`src/rtl/lamp_fpu_sqrt_ctrl.sv`:
```
// Issue controller and round/pack back-end for the lampFPU square-root core.
// Unpacks a bfloat16 operand, starts the core, then rounds and packs its result.
module lamp_fpu_sqrt_ctrl #(
    parameter int LAMP_FLOAT_DW   = 16,
    parameter int LAMP_FLOAT_E_DW = 8,
    parameter int LAMP_FLOAT_F_DW = 7,
    parameter int TIMEOUT_CYCLES  = 64
) (
    input  logic                                   clk,
    input  logic                                   rst,
    input  logic                                   req_i,
    input  logic                                   isInv_i,
    input  logic [LAMP_FLOAT_DW-1:0]               op_i,
    output logic                                   ready_o,
    output logic                                   valid_o,
    output logic [LAMP_FLOAT_DW-1:0]               result_o,
    output logic                                   overflow_o,
    output logic                                   error_o,
    output logic                                   doSqrt_o,
    output logic                                   doInvSqrt_o,
    output logic                                   s_o,
    output logic [LAMP_FLOAT_F_DW:0]               extF_o,
    output logic [LAMP_FLOAT_E_DW:0]               extE_o,
    output logic [$clog2(LAMP_FLOAT_F_DW+1)-1:0]   nlz_o,
    output logic                                   isZ_o,
    output logic                                   isInf_o,
    output logic                                   isSNAN_o,
    output logic                                   isQNAN_o,
    input  logic                                   sq_s_i,
    input  logic [LAMP_FLOAT_E_DW-1:0]             sq_e_i,
    input  logic [LAMP_FLOAT_F_DW+4:0]             sq_f_i,
    input  logic                                   sq_valid_i,
    input  logic                                   sq_isToRound_i
);

    localparam int F_DW  = LAMP_FLOAT_F_DW;
    localparam int E_DW  = LAMP_FLOAT_E_DW;
    localparam int NLZ_W = $clog2(F_DW + 1);
    localparam int CNT_W = $clog2(TIMEOUT_CYCLES);
    localparam logic [LAMP_FLOAT_DW-1:0] QNAN = {1'b0, {E_DW{1'b1}}, 1'b1, {(F_DW-1){1'b0}}};

    typedef enum logic [1:0] {ST_IDLE, ST_ISSUE, ST_WAIT, ST_DONE} state_t;

    typedef struct packed {
        logic             s;
        logic [F_DW:0]    ext_f;
        logic [E_DW:0]    ext_e;
        logic [NLZ_W-1:0] nlz;
        logic             is_z;
        logic             is_inf;
        logic             is_snan;
        logic             is_qnan;
    } unpack_t;

    state_t                   state_q, state_d;
    logic                     is_inv_q, is_inv_d;
    logic [CNT_W-1:0]         cnt_q, cnt_d;
    logic [LAMP_FLOAT_DW-1:0] result_q, result_d;
    logic                     overflow_q, overflow_d;
    logic                     error_q, error_d;
    unpack_t                  unpack_q, unpack_d, unpack_op;

    // Operand field decode, only captured on acceptance.
    logic [E_DW-1:0] op_e;
    logic [F_DW-1:0] op_f;
    logic            e_zero, e_ones, f_zero;

    assign op_e   = op_i[LAMP_FLOAT_DW-2 -: E_DW];
    assign op_f   = op_i[F_DW-1:0];
    assign e_zero = (op_e == '0);
    assign e_ones = &op_e;
    assign f_zero = (op_f == '0);

    always_comb begin
        unpack_op         = '0;
        unpack_op.s       = op_i[LAMP_FLOAT_DW-1];
        unpack_op.ext_f   = {~e_zero, op_f};
        unpack_op.ext_e   = e_zero ? (E_DW+1)'(1) : {1'b0, op_e};
        unpack_op.is_z    = e_zero & f_zero;
        unpack_op.is_inf  = e_ones & f_zero;
        unpack_op.is_qnan = e_ones & ~f_zero & op_f[F_DW-1];
        unpack_op.is_snan = e_ones & ~f_zero & ~op_f[F_DW-1];
        // Ascending scan: the highest set bit writes last; zero keeps the F_DW clamp.
        unpack_op.nlz     = NLZ_W'(F_DW);
        for (int i = 0; i <= F_DW; i++) begin
            if (unpack_op.ext_f[i]) unpack_op.nlz = NLZ_W'(F_DW - i);
        end
    end

    // Round-to-nearest-even on the core result; the hidden bit is implied.
    logic [F_DW-1:0]          sq_frac;
    logic                     round_up;
    logic [F_DW:0]            frac_sum;
    logic [E_DW-1:0]          exp_rnd;
    logic                     rnd_ovf;
    logic [LAMP_FLOAT_DW-1:0] rnd_result;
    logic                     unused_hidden;

    assign unused_hidden = sq_f_i[F_DW+4];
    assign sq_frac       = sq_f_i[F_DW+3:4];
    assign round_up      = sq_isToRound_i & sq_f_i[3] & ((|sq_f_i[2:0]) | sq_frac[0]);
    assign frac_sum      = {1'b0, sq_frac} + {{F_DW{1'b0}}, round_up};
    assign exp_rnd       = sq_e_i + {{(E_DW-1){1'b0}}, frac_sum[F_DW]};
    assign rnd_ovf       = frac_sum[F_DW] & (&exp_rnd);
    // On a mantissa carry frac_sum's low bits are already zero, so Inf needs no extra mux.
    assign rnd_result    = {sq_s_i, exp_rnd, frac_sum[F_DW-1:0]};

    // NOTE: every always_comb output gets a default first, so no path can infer a latch.
    always_comb begin
        state_d    = state_q;
        is_inv_d   = is_inv_q;
        cnt_d      = cnt_q;
        result_d   = result_q;
        overflow_d = overflow_q;
        error_d    = error_q;
        unpack_d   = unpack_q;
        case (state_q)
            ST_IDLE: begin
                if (req_i) begin
                    is_inv_d = isInv_i;
                    unpack_d = unpack_op;
                    state_d  = ST_ISSUE;
                end
            end
            ST_ISSUE: begin
                cnt_d   = '0;
                state_d = ST_WAIT;
            end
            ST_WAIT: begin
                if (sq_valid_i) begin
                    result_d   = rnd_result;
                    overflow_d = rnd_ovf;
                    error_d    = 1'b0;
                    state_d    = ST_DONE;
                end else if (cnt_q == CNT_W'(TIMEOUT_CYCLES - 1)) begin
                    result_d   = QNAN;
                    overflow_d = 1'b0;
                    error_d    = 1'b1;
                    state_d    = ST_DONE;
                end else begin
                    cnt_d = cnt_q + CNT_W'(1);
                end
            end
            ST_DONE: state_d = ST_IDLE;
            default: state_d = ST_IDLE;
        endcase
    end

    // NOTE: sequential state uses non-blocking assignments so all flops update together.
    always_ff @(posedge clk) begin
        if (rst) begin
            state_q    <= ST_IDLE;
            is_inv_q   <= 1'b0;
            cnt_q      <= '0;
            result_q   <= '0;
            overflow_q <= 1'b0;
            error_q    <= 1'b0;
            unpack_q   <= '0;
        end else begin
            state_q    <= state_d;
            is_inv_q   <= is_inv_d;
            cnt_q      <= cnt_d;
            result_q   <= result_d;
            overflow_q <= overflow_d;
            error_q    <= error_d;
            unpack_q   <= unpack_d;
        end
    end

    assign ready_o     = (state_q == ST_IDLE);
    assign valid_o     = (state_q == ST_DONE);
    assign doSqrt_o    = (state_q == ST_ISSUE) & ~is_inv_q;
    assign doInvSqrt_o = (state_q == ST_ISSUE) & is_inv_q;
    assign result_o    = result_q;
    assign overflow_o  = overflow_q;
    assign error_o     = error_q;
    assign s_o         = unpack_q.s;
    assign extF_o      = unpack_q.ext_f;
    assign extE_o      = unpack_q.ext_e;
    assign nlz_o       = unpack_q.nlz;
    assign isZ_o       = unpack_q.is_z;
    assign isInf_o     = unpack_q.is_inf;
    assign isSNAN_o    = unpack_q.is_snan;
    assign isQNAN_o    = unpack_q.is_qnan;

endmodule

```
`config.mk`:
```
export PLATFORM = sky130hd
export DESIGN_NAME = lamp_fpu_sqrt_ctrl
export DESIGN_NICKNAME = d
export VERILOG_FILES = /design/src/rtl/lamp_fpu_sqrt_ctrl.sv
export SDC_FILE = /design/constraint.sdc
export NUM_CORES = 1
export LEC_CHECK = 0
export BUFFER_PORTS_ARGS = -buffer_cell sky130_fd_sc_hd__buf_2
export CAP_MARGIN = 20
export CORE_MARGIN = 1.5
export CORE_UTILIZATION = 25
export DETAILED_ROUTE_END_ITERATION = 10
export PLACE_DENSITY = 0.55
export SKIP_CTS_REPAIR_TIMING = 1
export SYNTH_ARGS = -nofsm -noshare
export SYNTH_HDL_FRONTEND = slang
export SYNTH_SLANG_ARGS = --single-unit
```
`constraint.sdc`:
```
create_clock -name clk -period 4.6 [get_ports clk]
set_input_delay 0.23 -clock clk [delete_from_list [all_inputs] [get_ports clk]]
set_output_delay 0.23 -clock clk [all_outputs]
set_load 0.005 [all_outputs]
```
* After elaboration in Yosys (flattened, before gate mapping)
Index checks and enable logic that the tools add are counted.
** Word-level totals
- Register bits :: 52
- Input bits :: 43
- Output and inout bits :: 47
- Logic and storage cells :: 73
** Cells by class
- Add/sub/neg operators :: 3
- Equality and inequality tests :: 8
- Multiplexer cells :: 21
- Bitwise gates (word level) :: 15
- Reductions and logical operators :: 12
** Operators by type and width (count)
- $mux 16 :: 2
- $mux 3 :: 6
- $reduce_and 8->1 :: 2
- $mux 6 :: 2
- $pmux 6 s2 :: 1
- $and 1x1->1 :: 10
- $add 7x1->8 :: 1
- $add 8x1->8 :: 1
- $logic_not 8->1 :: 1
- $mux 8 :: 1
- $pmux 2 s4 :: 1
- $logic_not 7->1 :: 1
- $add 6x1->6 const B :: 1
- $eq 6x6->1 const B :: 1
- $mux 2 :: 3
- $ne 2x2->1 const B :: 3
- $reduce_and 2->1 :: 3
- $mux 1 :: 5
- $eq 2x2->1 const B :: 2
- $not 1->1 :: 4
- $reduce_bool 2->1 :: 2
- $ne 3x3->1 const B :: 1
- $reduce_and 3->1 :: 1
- $reduce_or 3->1 :: 1
- 3 further kinds :: 3

* Depth between registers and ports, before layout
- Depth after elaboration :: 8
- Mapped depth :: 9
- Mapped depth without buffers :: 8

* Least setup slack after synthesis
OpenSTA, ideal clock, no wires.
- Kind :: input-to-reg
- From :: input port sq_f_i[4]
- To :: register overflow_q (netlist: overflow_o)
- Library setup time :: 74 ps
- Arrival :: 1552 ps
- Data required time :: 4526 ps
- Path slack :: 2973 ps
- Stages :: 8
- Buffers on the path :: 0
- Cell sequence :: and4_1 > and3_1 > ha_1 > nand2_1 > xor2_1 > nor4_1 > o2111ai_1 > o21ai_0
** On the way
- Longest elaborated chain between the ends :: 7
** Ends and longest elaborated chain
- from (decl) :: RTL line 31 : input logic [LAMP_FLOAT_F_DW+4:0] sq_f_i,
- $or 1x1->1 :: RTL line 101 : assign round_up = sq_isToRound_i & sq_f_i[3] & ((|sq_f_i[2:0]) | sq_frac[0]);
- $and 1x1->1 :: RTL line 101
- $add 7x1->8 * :: RTL line 102 : assign frac_sum = {1'b0, sq_frac} + {{F_DW{1'b0}}, round_up};
- $add 8x1->8 :: RTL line 103 : assign exp_rnd = sq_e_i + {{(E_DW-1){1'b0}}, frac_sum[F_DW]};
- $reduce_and 8->1 :: RTL line 104 : assign rnd_ovf = frac_sum[F_DW] & (&exp_rnd);
- $and 1x1->1 * :: RTL line 104
- $mux 1 * :: RTL line 130 : if (sq_valid_i) begin
- to (signal assigned) :: RTL line 164 : overflow_q <= overflow_d;
- to (decl) :: RTL line 59 : logic overflow_q, overflow_d;
Mark *: on every way between the ends. The rest lies on a longest branch, timed or not.
A chain may end at the register's enable or synchronous reset.

* Final worst setup path
- From :: register state_q[0]
- To :: register unpack_q (netlist bit nlz_o[0])
** On the way
- Longest elaborated chain between the ends :: 2
** Ends and longest elaborated chain
- from (decl) :: RTL line 55 : state_t state_q, state_d;
- from (signal assigned) :: RTL line 160 : state_q <= state_d;
- $logic_not 2->1 :: RTL line 117 : case (state_q)
- $reduce_and 2->1 (no line)
- to (signal assigned) :: RTL line 166 : unpack_q <= unpack_d;
- to (decl) :: RTL line 61 : unpack_t unpack_q, unpack_d, unpack_op;
No other way between the ends.

==> flow_metrics.env <==
export IMPL_dr_pass1_iterations=4
export IMPL_area_growth_syn_to_layout_pct=26.4
export IMPL_port_buffers=87
export IMPL_wire_per_inst_um=12.7
export IMPL_ys_top_cells_by_count="51 x sky130_fd_sc_hd__dfxtp_1, 45 x sky130_fd_sc_hd__nand2_1, 38 x sky130_fd_sc_hd__nor2_1"
export IMPL_clk_pin_slew_ps=100
export IMPL_drt_drc_violations_left=0
export IMPL_finalHoldViolCount=0
export IMPL_worst_setup_path_start_kind="flip-flop"
export IMPL_clock_latency_ps=300
export IMPL_grt_setup_unrepaired="false"
export IMPL_yosysUniqueCellTypes=43
export IMPL_grt_pass1_wl_mm=9.83
export IMPL_num_antenna_cells=0
export IMPL_async_flop_share_pct=0
export IMPL_detail_route_vias_per_cell=4.77
export IMPL_min_path_type="in -> reg"
export IMPL_synthesis_instances=288
export IMPL_setup_ws_ps=2530
export IMPL_final_period_utilization_pct=44.9
export IMPL_placed_cells=471
export IMPL_end_kind="flip-flop"
export IMPL_aggregate_global_route_resource_usage_pct=12.1
export IMPL_regToRegSetupSlack_ps=2530
export IMPL_worstPathMaxFanout=22
export IMPL_finalWorstPathRequiredPeriod_ps=2070
export IMPL_floorplan_die_area_um2=10100
export IMPL_crit_path_cell_trace="inv_1 -> ha_1 -> and2_1 -> and3_1 -> o21ai_0 -> a21oi_1"
export IMPL_leakagePower_nw=1.28
export IMPL_share_of_synthesized_area_occupied_by_flip_flops_and_latches_pct=43.1
export IMPL_io_pins=90
export IMPL_clockBufferDepth=2
export IMPL_core_um2=9200
export IMPL_post_route_cells_drive_above_1_share_pct=27.7
export IMPL_worst_ir_drop_vdd_mv=0.153
export IMPL_rows=35
export IMPL_grt_antenna_before_repair=0
export IMPL_tightest_slew_ps=939
export IMPL_tritoncts_num_sinks=51
export IMPL_die_x_um=100
export IMPL_tritoncts_num_buffers=5
export IMPL_grt_start_max_net_pins=50
export IMPL_critical_path_top_delay_family="simple AND/OR/NAND/NOR gates"
export IMPL_tritoncts_clock_tree="yes"
export IMPL_synth_seq_cells=51
export IMPL_yosys_warning_total=0
export IMPL_ant_nets=0
export IMPL_timing_critical_path_buf_inv=1
export IMPL_synthTopCellsByArea="sky130_fd_sc_hd__dfxtp_1 43%, sky130_fd_sc_hd__nand2_1 7.1%, sky130_fd_sc_hd__nor2_1 6.0%"
export IMPL_number_of_flops_mapped_to_enable_cells_by_yosys=0
export IMPL_routabilityCongestion=0.776
export IMPL_postRouteWirelength_mm=6.09
export IMPL_die_height_um=100
export IMPL_critPathMaxStageDelay_ps=650
export IMPL_synthFlopType="sky130_fd_sc_hd__dfxtp_1"
export IMPL_max_slew_margin_rel_pct=37.4
export IMPL_final_instance_count_excl_fill=479
export IMPL_yosysTopAreaCell="sky130_fd_sc_hd__dfxtp_1"
export IMPL_max_clock_freq_mhz=484
export IMPL_dr_first_iter_drc_count=71
export IMPL_post_dp_hpwl_mm=4.48
export IMPL_max_cap_violations=0
export IMPL_synth_area_per_cell_um2=8.22
export IMPL_final_setup_tns_ps=0
export IMPL_report_final_setup_viol=0
export IMPL_ctsRootBufferMaster="sky130_fd_sc_hd__clkbuf_8"
export IMPL_crit_type="reg -> reg"
export IMPL_htree_num_levels=2
export IMPL_num_nets_final=418
export IMPL_run_status="finished, final reports clean"
export IMPL_clock_skew_final_ps=9.93
export IMPL_cp_data_arrival_time_ps=2290
export IMPL_multi_input_comb_area_um2=1260
export IMPL_required_ps=4830
export IMPL_initial_utilization_pct=25.8
export IMPL_synth_area_um2=2370
export IMPL_filler_cell_count=992
export IMPL_synthesis_nets=339
export IMPL_layout_area_seq_um2=1020
export IMPL_grt_pass1_vias=2078
export IMPL_design_power_total_mw=1.18
export IMPL_timing_final_max_slew_violations=0
export IMPL_overflow=0
export IMPL_synth_top_cell_area_share_pct=43.1
export IMPL_crit_slowest_cell="sky130_fd_sc_hd__and2_1"
export IMPL_yosys_cell_count_top_type="sky130_fd_sc_hd__dfxtp_1"
export IMPL_via_count=2286
export IMPL_pre_cts_ws_ps=2500
export IMPL_power_per_cell_area_nw_per_um2=396
worst reg2reg max path: cells and delay by family (launching register included):
kind,cells,cell delay [ps]
and+or+nand+nor,2,1080
buffers and inverters,1,90
DFF,1,350
adders and majority gates,1,230
AOI/OAI and AO/OA,2,260
cell type report:
type                    count  share of cell area (%)
clock inverters             2                    1.30
clock buffers               6                    2.76
inverters                   5                   0.627
flip-flops and latches     51                    34.1
multi-input cells         217                    42.0
well taps                 111                    4.64
repair buffers             87                    14.5
cell usage in the layout, fill, tap and decap left out, drive strengths merged:
cell     count
dfxtp       51
ha           8
conb         1
bufinv       1
or4          1
inv          6
a21o         1
xnor2       11
and3         4
nand3        8
nand3b       1
nor3        12
a2bb2oi      1
clkbuf       6
nor2b        2
nand2b       1
o21a         1
o22ai        4
a211oi       4
and2         6
buf         87
nor4         4
xor2         3
or3          2
a21oi       25
a21boi       1
nand4        8
a22oi       10
o21ai        6
o2111ai      1
nand2       46
and4         3
nor2        38
o221ai       1
a311oi       1
mux2i        2
power by group:
group          leakage [nW]  switching [mW]  internal, mW
Sequential            0.415          0.0349         0.506
Clock                0.0618           0.152         0.179
Combinational         0.808           0.181         0.130
Total                  1.28           0.368         0.816
state kept, by name, indices dropped and copies added (netlist names), 2 cells and up:
register / cells
result_o: 16
cnt_q: 6
extF_o: 8
state_q: 2
nlz_o: 3
extE_o: 8
layer usage:
metal	up-vias	routed length [µm]	track usage [%]
met5	-	0	0
met4	0	40	3.25
met3	4	329	2.37
met2	64	2880	20.5
met1	1057	2840	15.8
li1	1161	-	-
logic make-up (layout without fill, tap and decap cells):
kind of cell | Yosys count | in the layout | share of synthesized area, %
AND/OR/NAND/NOR | 136 | 136 | 27.8
AO/OA/AOI/OAI | 56 | 56 | 14.9
flip-flops | 51 | 51 | 43.1
buffers and inverters | 20 | 100 | 3.80
XOR/XNOR | 14 | 14 | 5.18
adder cells (fa/ha/maj) | 8 | 8 | 4.23
multiplexers | 2 | 2 | 0.845
other | 1 | 1 | 0.158
final timing paths:
kind | cells after the start | from | to
setup / recovery | 6 | state_q[0]$_SDFFE_PP0P_ | nlz_o[0]$_SDFFE_PP0P_
hold / removal | 3 | op_i[15] | s_o$_SDFFE_PP0P_
hold reg to reg | 2 | isQNAN_o$_SDFFE_PP0P_ | isQNAN_o$_SDFFE_PP0P_
setup reg to reg | 6 | state_q[0]$_SDFFE_PP0P_ | nlz_o[0]$_SDFFE_PP0P_
stage by stage:
stage          instance area (µm²)  util [%]  hold slack (ps)
2_1_floorplan                 2370         -              366
3_3_place_gp                  2870      31.2              436
3_5_place_dp                  2870      31.2              444
4_1_cts                       2990      32.5              143
5_1_grt                       2990      32.5              164
6_report                      2990      32.5              158
No activity file was read; power rests on OpenSTA's default activity.
